--- src/rtl/eth_fcs_insert.sv ---
// Ethernet FCS inserter: passes payload, zero-pads short frames,
// then appends the CRC-32 FCS low byte first.
module eth_fcs_insert #(
  parameter int MIN_LEN = 60,
  parameter bit PAD_EN  = 1'b1
) (
  input  logic        clk,
  input  logic        reset_n,
  input  logic [7:0]  s_data,
  input  logic        s_valid,
  input  logic        s_last,
  output logic        s_ready,
  output logic [7:0]  m_data,
  output logic        m_valid,
  output logic        m_last,
  input  logic        m_ready,
  output logic [31:0] fcs,
  output logic        frame_done
);

  localparam logic [1:0] S_IDLE = 2'd0;
  localparam logic [1:0] S_DATA = 2'd1;
  localparam logic [1:0] S_PAD  = 2'd2;
  localparam logic [1:0] S_FCS  = 2'd3;

  localparam int CW = $clog2(MIN_LEN + 1);
  localparam logic [CW-1:0] MIN_C = CW'(MIN_LEN);
  localparam logic [31:0] CRC_INIT = 32'hFFFF_FFFF;

  function automatic logic [31:0] crc_byte(
    input logic [31:0] c,
    input logic [7:0]  d
  );
    logic [31:0] r;
    r = c;
    for (int i = 0; i < 8; i++) begin
      r = (r[0] ^ d[i]) ? ((r >> 1) ^ 32'hEDB8_8320) : (r >> 1);
    end
    return r;
  endfunction

  logic [1:0]    state;
  logic [CW-1:0] count;
  logic [CW-1:0] count_inc;
  logic [31:0]   crc;
  logic [31:0]   fcs_q;
  logic [1:0]    fcs_idx;
  logic          fcs_sent;
  logic [7:0]    fcs_byte;
  logic          adv;
  logic          in_beat;
  logic          out_end;

  assign adv = ~m_valid | m_ready;
  assign s_ready = reset_n & adv &
    ((state == S_IDLE) | (state == S_DATA));
  assign in_beat = s_valid & s_ready;
  assign out_end = m_valid & m_ready & m_last;

  assign count_inc = (count == MIN_C) ? count : count + 1'b1;

  // Final FCS becomes visible on the same beat that retires it
  assign frame_done = out_end;
  assign fcs = out_end ? ~crc : fcs_q;

  always_comb begin
    fcs_byte = 8'h00;
    unique case (fcs_idx)
      2'd0: fcs_byte = ~crc[7:0];
      2'd1: fcs_byte = ~crc[15:8];
      2'd2: fcs_byte = ~crc[23:16];
      2'd3: fcs_byte = ~crc[31:24];
    endcase
  end

  always_ff @(posedge clk or negedge reset_n) begin
    if (!reset_n) begin
      state    <= S_IDLE;
      m_data   <= 8'h00;
      m_valid  <= 1'b0;
      m_last   <= 1'b0;
      fcs_q    <= 32'h0;
      count    <= '0;
      crc      <= CRC_INIT;
      fcs_idx  <= 2'd0;
      fcs_sent <= 1'b0;
    end else begin
      unique case (state)
        S_IDLE, S_DATA: begin
          if (in_beat) begin
            m_data  <= s_data;
            m_valid <= 1'b1;
            m_last  <= 1'b0;
            crc     <= crc_byte(crc, s_data);
            count   <= count_inc;
            if (!s_last)
              state <= S_DATA;
            else if (PAD_EN && (count_inc < MIN_C))
              state <= S_PAD;
            else
              state <= S_FCS;
          end else if (m_ready) begin
            m_valid <= 1'b0;
          end
        end
        S_PAD: begin
          if (adv) begin
            m_data  <= 8'h00;
            m_valid <= 1'b1;
            m_last  <= 1'b0;
            crc     <= crc_byte(crc, 8'h00);
            count   <= count_inc;
            if (count_inc == MIN_C)
              state <= S_FCS;
          end
        end
        S_FCS: begin
          if (out_end) begin
            state    <= S_IDLE;
            m_valid  <= 1'b0;
            m_last   <= 1'b0;
            fcs_q    <= ~crc;
            crc      <= CRC_INIT;
            count    <= '0;
            fcs_idx  <= 2'd0;
            fcs_sent <= 1'b0;
          end else if (adv && !fcs_sent) begin
            m_data  <= fcs_byte;
            m_valid <= 1'b1;
            m_last  <= (fcs_idx == 2'd3);
            fcs_idx <= fcs_idx + 2'd1;
            if (fcs_idx == 2'd3)
              fcs_sent <= 1'b1;
          end
        end
      endcase
    end
  end

endmodule

--- config.mk ---
export PLATFORM = sky130hd
export DESIGN_NAME = eth_fcs_insert
export DESIGN_NICKNAME = d
export VERILOG_FILES = /design/src/rtl/eth_fcs_insert.sv
export SDC_FILE = /design/constraint.sdc
export NUM_CORES = 1
export LEC_CHECK = 0
export ABC_AREA = 0
export ABC_CLOCK_PERIOD_IN_PS = 5700
export CELL_PAD_IN_SITES_DETAIL_PLACEMENT = 0
export CELL_PAD_IN_SITES_GLOBAL_PLACEMENT = 1
export CORE_MARGIN = 1
export CORE_UTILIZATION = 48
export CTS_CLUSTER_DIAMETER = 100
export DETAILED_ROUTE_END_ITERATION = 8
export GPL_TIMING_DRIVEN = 0
export PLACE_DENSITY_LB_ADDON = 0.1
export SLEW_MARGIN = 20
export SYNTH_ARGS = -nofsm -noshare
export SYNTH_HDL_FRONTEND = slang
export SYNTH_SLANG_ARGS = --single-unit
--- constraint.sdc ---
create_clock -name clk -period 5.7 [get_ports clk]
set_input_delay 1.14 -clock clk [delete_from_list [all_inputs] [get_ports clk]]
set_output_delay 1.14 -clock clk [all_outputs]
set_load 0.1 [all_outputs]
Word level (Yosys, flattened, before mapping)
Cells that the tools add are included.

storage, ports and cells
  bits of input ports = 13
  word-level logic and storage cells = 133
  bits in registers = 85

cells by class
  multiplexer cells = 55
  equal/unequal tests = 16
  bitwise operators = 36
  reductions and logical operators = 14
  add/subtract/negate cells = 2
  magnitude comparators = 1

operator list
  kind                                          number
  two-way mux 32 bit                            20
  NOT 13 -> 14 bit                              15
  one-hot mux 32 bit (3 select lines)           1
  two-way mux 8 bit                             4
  NOT 32 bit                                    1
  NOT 8 bit                                     4
  one-hot mux 8 bit (4 select lines)            1
  two-way mux 6 bit                             4
  one-hot mux 8 bit (3 select lines)            1
  one-hot mux 6 bit (3 select lines)            1
  two-way mux 2 bit                             7
  two-way mux 1 bit                             13
  == test 6 bit (second input constant)         2
  != test 2 bit (second input constant)         6
  AND reduction 3 bit                           4
  == test 2 bit (second input constant)         4
  AND reduction 4 bit                           2
  bitwise XOR 1 bit                             8
  adder 6 x 1 -> 6 bit (second input constant)  1
  < comparator 6 bit (second input constant)    1
  != test 3 bit (second input constant)         2
  one-hot mux 1 bit (3 select lines)            2
  one-hot mux 2 bit (3 select lines)            1
  bitwise AND 1 bit                             5
  10 further kinds                              14

Logic depth before layout (Yosys ltp)
  word-level depth = 18
  gate-level depth with buffers = 9
  mapped depth without buffers = 8

Worst setup path after synthesis
OpenSTA, ideal clock, no wires.

  kind = input-to-output
  start point = input m_ready
  end point = output fcs[0]
  cell stages on the path = 4
  required time = 4.560 ns
  data arrival time = 3.840 ns
  setup slack = 0.720 ns
  cells stage by stage = nand3_1 -> clkbuf_1 -> buf_1 -> o21ai_0

between the ends
  longest elaborated chain between the ends = 3

ends and longest elaborated chain
  what                            RTL line  source
  from (decl)                     16        input logic m_ready,
  bitwise AND 1 bit (2 in a row)  58        assign out_end = m_valid & m_ready & m_last;
  two-way mux 32 bit              n/a
  to (decl)                       17        output logic [31:0] fcs,

No other way between the ends.

Worst setup path after layout
  start point = input m_ready
  end point = output fcs[15]

Same word-level chain as after synthesis.

==> impl_metrics.toml <==
[grt]
track_usage_pct = 31.0
grt_pass1_wl_um = 28300
grt_pass1_vias = 4712
grt_max_degree = 55
gr-total-overflow = 0
grt_antenna_before_repair = 0

[cells_and_area]
antenna_cells = 0
drive_above_1_share_pct = 10.5
fin_nets = 731
area_growth_pct = 18.2

[cts]
clk_pin_slew_worst_paths_ns = 0.05
insertion_delay_ns = 0.36
cts_hold_buffers = 0
numCtsBuffers = 9
cts_resized = 0
post_cts_buffers = 0
cts_buffer_depth = 2
root_buffer = "clkbuf_16"
htreeDepth = 3
cts_tree = "done"
clock_sinks = 85

[setup_path]
cp_slowest_cell = "clkdlybuf4s50_1"
start_kind = "input pin"
path_class = "in -> out"
critPathMaxStageDelay_ns = 1.16
required_ns = 4.56
worst-path-max-fanout = 10
worstReg2RegEnd = "crc[13]$_DFFE_PN1P_"
worstPathCellList = "clkdlybuf4s50_1, nand3_1, clkbuf_1, buf_1, nand2_1, o21ai_0, clkdlybuf4s50_1"
cp_common_cell = "clkdlybuf4s50_1"
setup.worst_path.start = "m_ready"
worstSetupEndpoint = "fcs[15]"
r2r_slack_ns = 3.12
r2r_cells = 9
rr_startpoint = "state[1]$_DFFE_PN0P_"
end_kind = "output pin"
arrival_ns = 4.22

[die]
die_x_um = 112
fp-row-count = 39
dieArea_mm2 = 0.0125
initial_core_util_pct = 49.9
dieHeight_um = 112
io_pins = 57
core_area_mm2 = 0.0116

[detailed_routing]
avgViaCountPerCell = 5.81
drtPass1Iterations = 7
wl_per_cell_um = 21.2
drt_iter0_markers = 456
routed_wl_um = 18200
via_count = 5000
drc = 4
ant_nets = 0

[synth]
yosysUniqueCellTypes = 47
synth_ff_type = "dfrtp_1"
synth_warnings = 0
ys_ff_latch = 85
synth.cell_area_mm2 = 0.00577
synth_nets = 664
syn-instance-count = 645
synth_edf_count = 0
async_reset_ff_share_pct = 100
yosysSeqAreaShare_pct = 37.5
synth_top_cell_by_area = "dfrtp_1"
synth.area.top_cells = "dfrtp_1 (23%), dfstp_2 (15%), xnor2_1 (14%), o21ai_0 (8.3%), nand2_1 (7.5%)"
synth_top_area_share_pct = 23.0
syn-mean-instance-area_um2 = 8.95
synth.top_cells.by_count = "nand2_1 (116), o21ai_0 (96), xnor2_1 (89)"
synth_most_common_cell = "nand2_1"

[sta]
max_freq_mhz = 187
slew_viol_final = 0
hold_viol = 0
rsz0062_at_grt = "false"
max-slew-margin-rel_pct = 34.5
fin_crit_ns = 5.36
fin_skew_ns = 0.0141
tightestPinTransition_ns = 0.980
fin_setup_tns_ns = 0
period_share_pct = 94.0
setup_viol = 0

[place]
io_buffers = 55
gp_congestion = 0.925
dpl.hpwl_um = 13400

[run]
max-cap-violations = 0

[min_path]
hold_class = "reg -> reg"

[outcome]
violations = "design-rule violations"
status = "finished, violations left"
[flip-flops by register name (all words and copies together) (netlist names)]
register and cells:
m_valid 1, state 2, m_data 8, m_last 1
crc 32, count 6, fcs_sent 1, fcs_idx 2
fcs_q 32
[worst min path at each step]
| stage | start | end | slack (ns) | cells after the start |
|---|---|---|---|---|
| 4_1_cts | fcs_q[21]$_DFFE_PN0P_ | fcs_q[21]$_DFFE_PN0P_ | 0.48 | 2 |
| 6_report | fcs_q[21]$_DFFE_PN0P_ | fcs_q[21]$_DFFE_PN0P_ | 0.48 | 2 |
| 2_1_floorplan | fcs_q[0]$_DFFE_PN0P_ | fcs_q[0]$_DFFE_PN0P_ | 0.45 | 2 |
| 3_5_place_dp | fcs_q[31]$_DFFE_PN0P_ | fcs_q[31]$_DFFE_PN0P_ | 0.47 | 2 |
| 3_3_place_gp | fcs_q[15]$_DFFE_PN0P_ | fcs_q[15]$_DFFE_PN0P_ | 0.46 | 2 |
| 5_1_grt | fcs_q[2]$_DFFE_PN0P_ | fcs_q[2]$_DFFE_PN0P_ | 0.49 | 2 |
[worst max-delay path: cells and delay by family]
| family | cells | cell delay, ns |
|---|---|---|
| AND/OR/NAND/NOR | 2 | 0.28 |
| buffers and inverters | 4 | 2.69 |
| AO/OA/AOI/OAI | 1 | 0.09 |
[routing by layer]
layer	global-route usage (%)	vias up	share of wire (%)
li1	-	2332	-
met1	43.0	2465	45
met2	49.4	169	47
met3	4.25	34	5.8
met4	11.2	0	2.3
met5	0	-	0
[cell usage in the layout (no fill, tap or decap), drive strengths merged, types with 2 or more instances in the layout]
cell type / Yosys / routed
clkdlybuf4s50: 0 / 54
xor2: 38 / 38
a32o: 2 / 2
o221ai: 2 / 2
and3b: 2 / 2
nor2: 18 / 18
a22o: 4 / 4
xnor3: 2 / 2
buf: 16 / 18
and3: 3 / 3
inv: 8 / 8
o22ai: 29 / 29
o31ai: 3 / 3
dfrtp: 53 / 53
o21ai: 108 / 108
o21a: 5 / 5
nand3: 7 / 7
o211ai: 6 / 6
nor2b: 11 / 11
dfstp: 32 / 32
ha: 6 / 6
clkbuf: 27 / 39
o311ai: 8 / 8
nand2b: 10 / 10
xnor2: 102 / 102
clkinv: 0 / 2
a31oi: 9 / 9
a21oi: 7 / 7
nand2: 116 / 116
[per-stage QoR]
| stage | util (%) | setup slack (ns) | cells | instance area [um2] | hold WS (ns) |
|---|---|---|---|---|---|
| 6_report | 59.0 | 0.343 | 860 | 6820 | 0.479 |
| 5_1_grt | 59.0 | 0.165 | 860 | 6820 | 0.495 |
| 4_1_cts | 59.0 | 0.345 | 860 | 6820 | 0.483 |
| 3_5_place_dp | 56.4 | 0.383 | 844 | 6530 | 0.470 |
| 3_3_place_gp | 56.2 | -1.57 | 843 | 6500 | 0.460 |
| 2_1_floorplan | - | 0.720 | 645 | 5770 | 0.450 |
[cells by family after synthesis]
| kind of cell | share of synthesized area, % |
|---|---|
| adder cells (fa/ha/maj) | 1.30 |
| flip-flops | 37.5 |
| AO/OA/AOI/OAI | 19.1 |
| buffers and inverters | 3.77 |
| AND/OR/NAND/NOR | 12.8 |
| XOR/XNOR | 25.5 |
[final cells by class]
cell class	instances	area (um2)
fill	1077	4740
multi-input combinational	509	3390
sequential	85	2170
timing repair buffer	56	576
clock buffer	12	246
buffer	43	188
tap	143	179
clock inverter	4	47.5
inverter	8	30.0
Power is left out: the tool's default activity adds up to more than one toggle a clock period on the data nets, which glitch-free logic cannot reach.
